## config.mk

```make
export PLATFORM = sky130hd
export DESIGN_NAME = can_tx_arbiter
export DESIGN_NICKNAME = d
export VERILOG_FILES = /design/src/rtl/can_tx_arbiter.sv
export SDC_FILE = /design/constraint.sdc
export NUM_CORES = 1
export LEC_CHECK = 0
export ABC_AREA = 1
export BUFFER_PORTS_ARGS = -buffer_cell sky130_fd_sc_hd__buf_2
export CORE_MARGIN = 2
export CORE_UTILIZATION = 60
export CTS_CLUSTER_DIAMETER = 150
export CTS_CLUSTER_SIZE = 8
export DETAILED_ROUTE_END_ITERATION = 10
export PLACE_DENSITY_LB_ADDON = 0.12
export SKIP_LAST_GASP = 1
export SYNTH_ARGS = -nofsm -noshare
export SYNTH_HDL_FRONTEND = slang
export SYNTH_SLANG_ARGS = --single-unit
```

## constraint.sdc

```tcl
create_clock -name i_clk -period 11.51 [get_ports i_clk]
set_clock_uncertainty 0.05 [all_clocks]
set_input_delay 2.8775 -clock i_clk [delete_from_list [all_inputs] [get_ports i_clk]]
set_output_delay 2.8775 -clock i_clk [all_outputs]
set_load 0.05 [all_outputs]
```

## src/rtl/can_tx_arbiter.sv

```systemverilog
`default_nettype none
// ============================================================================
// Module   : can_tx_arbiter
// Purpose  : Lowest-identifier-wins arbiter and retry sequencer that shares a
//            single CAN transmit engine between N_REQ mailbox requesters.
// Revision : 1.0 - initial release
// ============================================================================
module can_tx_arbiter #(
  parameter int N_REQ       = 4,
  parameter int ID_W        = 11,
  parameter int MAX_RETRY   = 8,
  parameter int TIMEOUT_CYC = 65535
) (
  input  logic                     i_clk,
  input  logic                     i_rst,
  input  logic [N_REQ-1:0]         i_req,
  input  logic [N_REQ*ID_W-1:0]    i_req_id,
  output logic [N_REQ-1:0]         o_grant,
  output logic [$clog2(N_REQ)-1:0] o_tx_sel,
  output logic                     o_tx_start,
  input  logic                     i_tx_ack,
  input  logic                     i_tx_done,
  input  logic                     i_tx_lost,
  input  logic                     i_tx_err,
  output logic [N_REQ-1:0]         o_done,
  output logic [N_REQ-1:0]         o_fail,
  output logic                     o_busy
);

  localparam int c_sel_w = $clog2(N_REQ);
  localparam int c_cnt_w = $clog2(MAX_RETRY + 1);
  localparam int c_tmo_w = (TIMEOUT_CYC > 2) ? $clog2(TIMEOUT_CYC) : 1;

  localparam logic [c_cnt_w-1:0] c_cnt_max  = c_cnt_w'(MAX_RETRY);
  localparam logic [c_tmo_w-1:0] c_tmo_last = c_tmo_w'(TIMEOUT_CYC - 1);

  localparam logic [1:0] c_st_idle    = 2'd0;
  localparam logic [1:0] c_st_start   = 2'd1;
  localparam logic [1:0] c_st_wait    = 2'd2;
  localparam logic [1:0] c_st_release = 2'd3;

  logic [1:0]         r_state;
  logic [1:0]         w_state_nxt;
  logic [c_sel_w-1:0] r_sel;
  logic [c_sel_w-1:0] w_sel_nxt;
  logic [N_REQ-1:0]   r_mask;
  logic [c_tmo_w-1:0] r_tmo_cnt;

  logic [N_REQ-1:0][c_cnt_w-1:0] w_err_cnt;

  logic [N_REQ-1:0]   w_elig;
  logic               w_any;
  logic [c_sel_w-1:0] w_win;
  logic [ID_W-1:0]    w_win_id;

  logic               w_tmo;
  logic               w_req_sel;
  logic [c_cnt_w-1:0] w_cnt_inc;
  logic               w_exhaust;
  logic               w_start_err;
  logic               w_wait_err;
  logic               w_wait_done;
  logic               w_err_evt;

  logic [N_REQ-1:0]   w_grant_nxt;
  logic [c_sel_w-1:0] w_tx_sel_nxt;
  logic               w_start_nxt;
  logic               w_busy_nxt;
  logic [N_REQ-1:0]   w_done_nxt;
  logic [N_REQ-1:0]   w_fail_nxt;
  logic [N_REQ-1:0]   w_mask_nxt;

  // Strict less-than keeps the earlier (lower) index on an identifier tie.
  always_comb begin
    w_elig   = i_req & ~r_mask;
    w_any    = 1'b0;
    w_win    = '0;
    w_win_id = '0;
    for (int k = 0; k < N_REQ; k++) begin
      if (w_elig[k] && (!w_any || (i_req_id[k*ID_W +: ID_W] < w_win_id))) begin
        w_any    = 1'b1;
        w_win    = c_sel_w'(k);
        w_win_id = i_req_id[k*ID_W +: ID_W];
      end
    end
  end

  // Engine events qualified by state; done outranks err/timeout, which outrank lost.
  always_comb begin
    w_tmo       = (r_tmo_cnt == c_tmo_last);
    w_req_sel   = i_req[r_sel];
    w_cnt_inc   = w_err_cnt[r_sel] + c_cnt_w'(1);
    w_exhaust   = (w_cnt_inc == c_cnt_max);
    w_start_err = (r_state == c_st_start) && !i_tx_ack && w_req_sel && w_tmo;
    w_wait_done = (r_state == c_st_wait) && i_tx_done;
    w_wait_err  = (r_state == c_st_wait) && !i_tx_done && (i_tx_err || w_tmo);
    w_err_evt   = w_start_err || w_wait_err;
  end

  always_comb begin
    w_state_nxt = r_state;
    w_sel_nxt   = r_sel;
    case (r_state)
      c_st_idle: begin
        if (w_any) begin
          w_state_nxt = c_st_start;
          w_sel_nxt   = w_win;
        end
      end
      c_st_start: begin
        if (i_tx_ack) begin
          w_state_nxt = c_st_wait;
        end else if (!w_req_sel) begin
          w_state_nxt = c_st_idle;
        end else if (w_err_evt) begin
          w_state_nxt = w_exhaust ? c_st_release : c_st_idle;
        end
      end
      c_st_wait: begin
        if (w_wait_done) begin
          w_state_nxt = c_st_release;
        end else if (w_err_evt) begin
          w_state_nxt = w_exhaust ? c_st_release : c_st_idle;
        end else if (i_tx_lost) begin
          w_state_nxt = c_st_idle;
        end
      end
      c_st_release: w_state_nxt = c_st_idle;
      default:      w_state_nxt = c_st_idle;
    endcase
  end

  // Next values for the registered outputs, decoded from the next state.
  always_comb begin
    w_grant_nxt  = '0;
    w_tx_sel_nxt = '0;
    w_done_nxt   = '0;
    w_fail_nxt   = '0;
    w_mask_nxt   = '0;
    w_start_nxt  = (w_state_nxt == c_st_start);
    w_busy_nxt   = (w_state_nxt != c_st_idle);
    if ((w_state_nxt == c_st_start) || (w_state_nxt == c_st_wait)) begin
      w_grant_nxt[w_sel_nxt] = 1'b1;
      w_tx_sel_nxt           = w_sel_nxt;
    end
    if (w_wait_done) begin
      w_done_nxt[r_sel] = 1'b1;
    end
    if (w_err_evt && w_exhaust) begin
      w_fail_nxt[r_sel] = 1'b1;
    end
    if (w_state_nxt == c_st_release) begin
      w_mask_nxt[r_sel] = 1'b1;
    end
  end

  always_ff @(posedge i_clk or posedge i_rst) begin
    if (i_rst) begin
      r_state    <= c_st_idle;
      r_sel      <= '0;
      r_mask     <= '0;
      o_grant    <= '0;
      o_tx_sel   <= '0;
      o_tx_start <= 1'b0;
      o_busy     <= 1'b0;
      o_done     <= '0;
      o_fail     <= '0;
    end else begin
      r_state    <= w_state_nxt;
      r_sel      <= w_sel_nxt;
      r_mask     <= w_mask_nxt;
      o_grant    <= w_grant_nxt;
      o_tx_sel   <= w_tx_sel_nxt;
      o_tx_start <= w_start_nxt;
      o_busy     <= w_busy_nxt;
      o_done     <= w_done_nxt;
      o_fail     <= w_fail_nxt;
    end
  end

  // Holds at the last value so an ack landing on the expiry cycle still times out in WAIT.
  always_ff @(posedge i_clk or posedge i_rst) begin
    if (i_rst) begin
      r_tmo_cnt <= '0;
    end else if ((r_state != c_st_start) && (w_state_nxt == c_st_start)) begin
      r_tmo_cnt <= '0;
    end else if (((r_state == c_st_start) || (r_state == c_st_wait)) && !w_tmo) begin
      r_tmo_cnt <= r_tmo_cnt + c_tmo_w'(1);
    end
  end

  generate
    for (genvar g = 0; g < N_REQ; g++) begin : g_err_cnt
      logic [c_cnt_w-1:0] r_cnt;

      always_ff @(posedge i_clk or posedge i_rst) begin
        if (i_rst) begin
          r_cnt <= '0;
        end else if (r_sel == c_sel_w'(g)) begin
          if (w_wait_done || (w_err_evt && w_exhaust)) begin
            r_cnt <= '0;
          end else if (w_err_evt) begin
            r_cnt <= w_cnt_inc;
          end
        end
      end

      assign w_err_cnt[g] = r_cnt;
    end
  endgenerate

endmodule
`default_nettype wire

```

# Word level (Yosys, flattened, before mapping)
# Index checks and enable logic that the tools add are counted.
dict set report classes {
  shift 0
  div_mod_pow 0
  n_mul 0
  bitwise 2
  addsub 2
  mux 38
  order_cmp 7
  eq_ne 12
  reduce_logical 37
}
# op count
set op_table {}
lappend op_table {{11-bit less-than comparator} 3}
lappend op_table {{11-bit two-way mux} 3}
lappend op_table {{16-bit two-way mux} 2}
lappend op_table {{4-bit two-way mux} 7}
lappend op_table {{2-bit two-way mux} 13}
lappend op_table {{16-bit by 1-bit adder with 16-bit output, second input constant} 1}
lappend op_table {{16-bit == test, second input constant} 1}
lappend op_table {{1-bit logical AND} 14}
lappend op_table {{2-bit == test, second input constant} 6}
lappend op_table {{4-bit binary-select mux with 2-bit select} 1}
lappend op_table {{1-bit logical OR} 8}
lappend op_table {{1-bit two-way mux} 8}
lappend op_table {{2-bit case mux with 4 select lines} 1}
lappend op_table {{2-bit AND reduction} 4}
lappend op_table {{2-bit by 1-bit == test with 1-bit output, second input constant} 3}
lappend op_table {{1-bit logical NOT} 6}
lappend op_table {{2-bit by 3-bit less-than comparator with 1-bit output, second input constant} 2}
lappend op_table {{2-bit nonzero test} 3}
lappend op_table {{4-bit by 1-bit adder with 4-bit output, second input constant} 1}
lappend op_table {{4-bit AND} 1}
lappend op_table {{1-bit demux with 2-bit select} 2}
lappend op_table {{4-bit == test, second input constant} 1}
lappend op_table {{2-bit by 1-bit greater-or-equal comparator with 1-bit output, second input constant} 2}
lappend op_table {{2-bit logical NOT} 2}
lappend op_table {{3 further kinds} 3}
dict set report totals {
  mem_count 0
  mem_bits_ro 0
  input_bits 54
  latch_bits 0
  ff_bits 56
  word_cells 112
  mem_bits_rw 0
  out_inout_bits 16
}

# Longest topological paths before layout
dict set report depth {
  ltp_word 22
  mapped_depth 41
  ltp_nobuf 38
}

# Worst setup path after synthesis
# Ideal clock, no wire load.
dict set report synth_path {
  kind {input-to-reg}
  from {in i_req[0]}
  to {reg o_grant[1]}
  path_slack_ps 4105
  required_ps 11342
  stages 39
  arrival_ps 7237
  path_buffers 3
  setup_time_ps 118
  path_cell_list {inv_1 > nor2_1 > clkbuf_1 > nand2_1 > ha_1 > nand2_1 > nor2_2 > inv_1 > nor2_1 > nand2_1 > nand2_1 > nand2_2 > nand2_2 > clkbuf_1 > nand2_1 > o21ai_0 > ha_1 > a21oi_1 > [... 3 more ...] > nand2_1 > nand2_2 > nand2_2 > clkbuf_1 > nand2_1 > o21ai_0 > ha_1 > a21oi_1 > nor2_1 > a211oi_1 > o221a_2 > nand2_1 > nand2_1 > nand2_2 > nand2_2 > nand2_4 > inv_2 > nor2_1}
}
dict set report synth_via {
  elab_chain_cells 21
  elab_cells_between_ends 46
  cone_classes {order compare (5); eq/ne (2); mux (24); bitwise (1); reduce/logical (14)}
}
# item line_no
set synth_lines {}
lappend synth_lines {{start: declaration} 16} ;# input logic [N_REQ-1:0] i_req,
lappend synth_lines {{4-bit AND *} 75} ;# w_elig = i_req & ~r_mask;
lappend synth_lines {{11-bit two-way mux / 1-bit two-way mux (equally long branches)} 80} ;# if (w_elig[k] && (!w_any || (i_req_id[k*ID_W +: ID_W] < w_win_id))) begin
lappend synth_lines {{11-bit less-than comparator / 1-bit logical NOT (equally long branches)} 80}
lappend synth_lines {{1-bit logical OR} 80}
lappend synth_lines {{1-bit logical AND} 80}
lappend synth_lines {{11-bit two-way mux / 1-bit two-way mux (equally long branches)} 80}
lappend synth_lines {{11-bit less-than comparator / 1-bit logical NOT (equally long branches)} 80}
lappend synth_lines {{1-bit logical OR} 80}
lappend synth_lines {{[... 7 more ...]} n/a}
lappend synth_lines {{2-bit two-way mux *} 103} ;# case (r_state)
lappend synth_lines {{via w_sel_nxt[1]} 45} ;# logic [c_sel_w-1:0] w_sel_nxt;
lappend synth_lines {{2-bit by 3-bit less-than comparator with 1-bit output (not written as such) / 2-bit by 1-bit greater-or-equal comparator with 1-bit output (equally long branches)} 143} ;# w_grant_nxt[w_sel_nxt] = 1'b1;
lappend synth_lines {{1-bit logical AND (not written as such)} 143}
lappend synth_lines {{1-bit two-way mux (not written as such)} 143}
lappend synth_lines {{1-bit demux with 2-bit select *} 143}
lappend synth_lines {{4-bit two-way mux *} 142} ;# if ((w_state_nxt == c_st_start) || (w_state_nxt == c_st_wait)) begin
lappend synth_lines {{via w_grant_nxt[1]} 65} ;# logic [N_REQ-1:0] w_grant_nxt;
lappend synth_lines {{end signal: assignment} 172} ;# o_grant <= w_grant_nxt;
lappend synth_lines {{end: declaration} 18} ;# output logic [N_REQ-1:0] o_grant,
# Mark *: on every way through the listed nets, which the timed path passes. The rest lies on a longest branch. The select of a mux whose other input is x is not followed.
# A chain may end at the register's enable or synchronous reset.

# Worst setup path after layout
dict set report layout_path {
  from {in i_req[0]}
  to {reg o_grant[3]}
}
dict set report layout_via {
  elab_chain_cells 21
  elab_cells_between_ends 46
  cone_classes {order compare (5); eq/ne (2); mux (24); bitwise (1); reduce/logical (14)}
}
# item line_no
set layout_lines {}
lappend layout_lines {{4-bit AND} 75}
lappend layout_lines {{11-bit two-way mux / 1-bit two-way mux (equally long branches)} 80}
lappend layout_lines {{11-bit less-than comparator / 1-bit logical NOT (equally long branches)} 80}
lappend layout_lines {{1-bit logical OR} 80}
lappend layout_lines {{1-bit logical AND} 80}
lappend layout_lines {{11-bit two-way mux / 1-bit two-way mux (equally long branches)} 80}
lappend layout_lines {{11-bit less-than comparator / 1-bit logical NOT (equally long branches)} 80}
lappend layout_lines {{1-bit logical OR} 80}
lappend layout_lines {{[... 6 more ...]} n/a}
lappend layout_lines {{2-bit two-way mux} 105} ;# if (w_any) begin
lappend layout_lines {{2-bit two-way mux} 103}
lappend layout_lines {{2-bit by 3-bit less-than comparator with 1-bit output (not written as such) / 2-bit by 1-bit greater-or-equal comparator with 1-bit output (equally long branches)} 143}
lappend layout_lines {{1-bit logical AND (not written as such)} 143}
lappend layout_lines {{1-bit two-way mux (not written as such)} 143}
lappend layout_lines {{1-bit demux with 2-bit select} 143}
lappend layout_lines {{4-bit two-way mux *} 142}
lappend layout_lines {{via w_grant_nxt[3]} 65}
# Marks and branches as above.

==> impl_metrics.ini <==
[outcome]
status = finished, final reports clean

[power]
p_leak_nw = 2.21
p_seq_frac = 0.325
p_switching_mw = 0.398
power_frac_comb = 0.523
p_int_mw = 0.448
clockPowerShare = 0.151
swShare = 0.470
pwr_density_cell_nw_per_um2 = 203
ir_drop_v = 0.000168

[logic_synthesis]
synth_cell_types = 29
synth_cells = 478
synthFlopType = dfrtp_1
syn_area_um2 = 3630
synth_edf_count = 0
synth_nets = 572
syn_avg_cell_area_um2 = 7.59
synth_seq_area_share = 0.386
ys_ff_latch = 56
yosysWarnings = 0
synthArstFlopShare = 1.00

[worst_setup_path]
crit_top_cell = nand2_1
worst_ep_arrival_time_ns = 8.22
end_kind = flip-flop
critPathSlowestCell = nor2_1
max_stage_delay_ns = 0.61
required_ns = 11.70
setup.worst_path.start_class = input port
path_class = input port to flip-flop
crit_fanout = 22

[finish]
syn2layout_area_growth_pct = 14.8
multiInputGateArea_um2 = 1930
nFillCells = 507
register_area_um2 = 1400
drive_above_1_share = 0.178
antenna_cells = 0
nNetsFinal = 643
layout_commonest_cell = nand2_1
mostFrequentLayoutCells = nand2_1 (113), buf_2 (69), inv_1 (68)

[floorplan]
pin_count = 70
core-area_um2 = 5890
fp.dieH_um = 81.8
die_area_um2 = 6690
row_count = 28
die_w_um = 81.8
initial_core_util = 0.616

[routing]
avgViaCountPerCell = 5.46
routed-wl-met3_um = 571
drc = 0
wl_met2_um = 4030
finalWirelength_um = 8280
wire_per_inst_um = 13.2
vias = 3411
top_layer = met4
drt_first_iter_violations = 153
ant_nets = 0
wl_met1_um = 3440
firstDrtPassIters = 4

[timing]
worst_slew_pin_slew_ns = 0.804
rsz0062_at_grt = no
setup_viol = 0
finalCriticalPeriod_ns = 8.03
finalSetupTns_ns = 0
timing.final.crit_share = 0.698
fmax_mhz = 125
report.final.hold_viol_count = 0
hold_slack_ns = 0.454
max_slew_margin = 0.462
drv_slew = 0

[clocking]
cts_resized = 0
cts_inserted_buffers = 5
cts_max_path_buffers = 2
post_cts_buffers = 0
cts.htree.levels = 2
postCtsHoldBufs = 0
root_buffer = clkbuf_8
tritoncts = yes
cts.sinks = 56
clk_latency_ns = 0.31
clk_pin_slew_ns = 0.09

[placement]
portBuffers = 69
dp_hpwl_um = 6720
gp_congestion = 0.936

[grt]
overflow = 0
grt_antenna_before_repair = 0
grt_pass1_vias = 3217
globalRouteTotalUtil = 0.260
grt_max_degree = 57
grt_first_pass_wirelength_um = 13400

[min_path]
hold_class = flip-flop to flip-flop

[flow_run]
cap_viol_max_count = 0
[metrics by stage]
| stage | power (mW) | cell area [um2] | util | setup WS [ns] | std cells |
|---|---|---|---|---|---|
| floorplan | 0.608 | 3630 | - | 4.10 | 478 |
| global placement | 0.705 | 4050 | 0.689 | 3.47 | 617 |
| detailed placement | 0.720 | 4050 | 0.689 | 3.20 | 617 |
| CTS | 0.849 | 4160 | 0.707 | 3.50 | 625 |
| global route | 0.917 | 4160 | 0.707 | 2.89 | 625 |
| finish | 0.846 | 4160 | 0.707 | 3.48 | 625 |
[worst paths after layout]
check	startpoint	end	slack (ns)	cells after the start
setup / recovery	i_req[0]	o_grant[3]$_DFF_PP0_	3.48	35
hold / removal	g_err_cnt[0].r_cnt[1]$_DFFE_PP0P_	g_err_cnt[0].r_cnt[1]$_DFFE_PP0P_	0.45	2
setup reg to reg	r_mask[0]$_DFF_PP0_	o_grant[3]$_DFF_PP0_	5.78	33
hold reg to reg	g_err_cnt[0].r_cnt[1]$_DFFE_PP0P_	g_err_cnt[0].r_cnt[1]$_DFFE_PP0P_	0.45	2
max in group asynchronous	i_rst	g_err_cnt[0].r_cnt[0]$_DFFE_PP0P_	8.28	3
min in group asynchronous	i_rst	r_tmo_cnt[0]$_DFFE_PP0P_	2.67	3
[synth_stat cells (2+ instances only)]
cell | instances | share of area
inv_2 | 3 | 0.0031
nor3_1 | 9 | 0.012
nand3_1 | 14 | 0.019
a211oi_1 | 5 | 0.010
a221oi_1 | 3 | 0.0072
a22oi_1 | 3 | 0.0062
nand4_1 | 6 | 0.010
nand2_1 | 113 | 0.12
nor2_2 | 2 | 0.0034
nand2_2 | 9 | 0.016
o21a_1 | 2 | 0.0041
o22ai_1 | 4 | 0.0069
o21ai_0 | 32 | 0.044
a31oi_1 | 3 | 0.0052
dfrtp_1 | 56 | 0.39
o21ai_1 | 15 | 0.021
clkbuf_1 | 6 | 0.0062
a21oi_1 | 27 | 0.037
ha_1 | 40 | 0.14
nor4_1 | 2 | 0.0034
inv_1 | 69 | 0.071
nor2_1 | 47 | 0.049
o221a_2 | 2 | 0.0062
[registers in the layout (all words and copies together) (netlist names)]
name,count
o_tx_start,1
o_done,4
o_tx_sel,2
r_state,2
g_err_cnt.r_cnt,16
r_tmo_cnt,16
r_sel,2
r_mask,4
o_busy,1
o_grant,4
o_fail,4
[power by group through the flow]
stage	Combinational (mW)	Sequential, mW	Clock [mW]
6_report	0.443	0.275	0.128
5_1_grt	0.499	0.282	0.136
4_1_cts	0.443	0.275	0.131
3_5_place_dp	0.441	0.279	0
3_3_place_gp	0.427	0.278	0
2_1_floorplan	0.291	0.317	0
[metal layers]
| layer | vias to the layer above | global-route usage |
|---|---|---|
| met5 | - | 0 |
| met4 | 0 | 0.103 |
| met3 | 24 | 0.0407 |
| met2 | 106 | 0.463 |
| met1 | 1565 | 0.312 |
| li1 | 1716 | - |
[cell families after synthesis]
kind of cell | after synthesis | share of synthesized area
flops | 56 | 0.386
compound gates | 99 | 0.156
buf+inv | 78 | 0.0807
xor+xnor | 1 | 0.00241
simple gates | 204 | 0.237
fa+ha+maj | 40 | 0.138
[layout make-up]
cell class | count | share of cell area
clock inverter | 3 | 0.0102
sequential | 56 | 0.337
timing repair buffer | 70 | 0.0847
inverter | 72 | 0.0649
tap | 75 | 0.0225
clock buffer | 5 | 0.0165
multi-input combinational | 344 | 0.465
[worst max-delay path, delay by kind of cell]
family	cells	cell delay (ns)
and+or+nand+nor	20	2.48
AOI/OAI and AO/OA	9	1.68
adders and majority gates	3	0.95
buffers and inverters	3	0.22
Power figures use the tool's default switching activity.
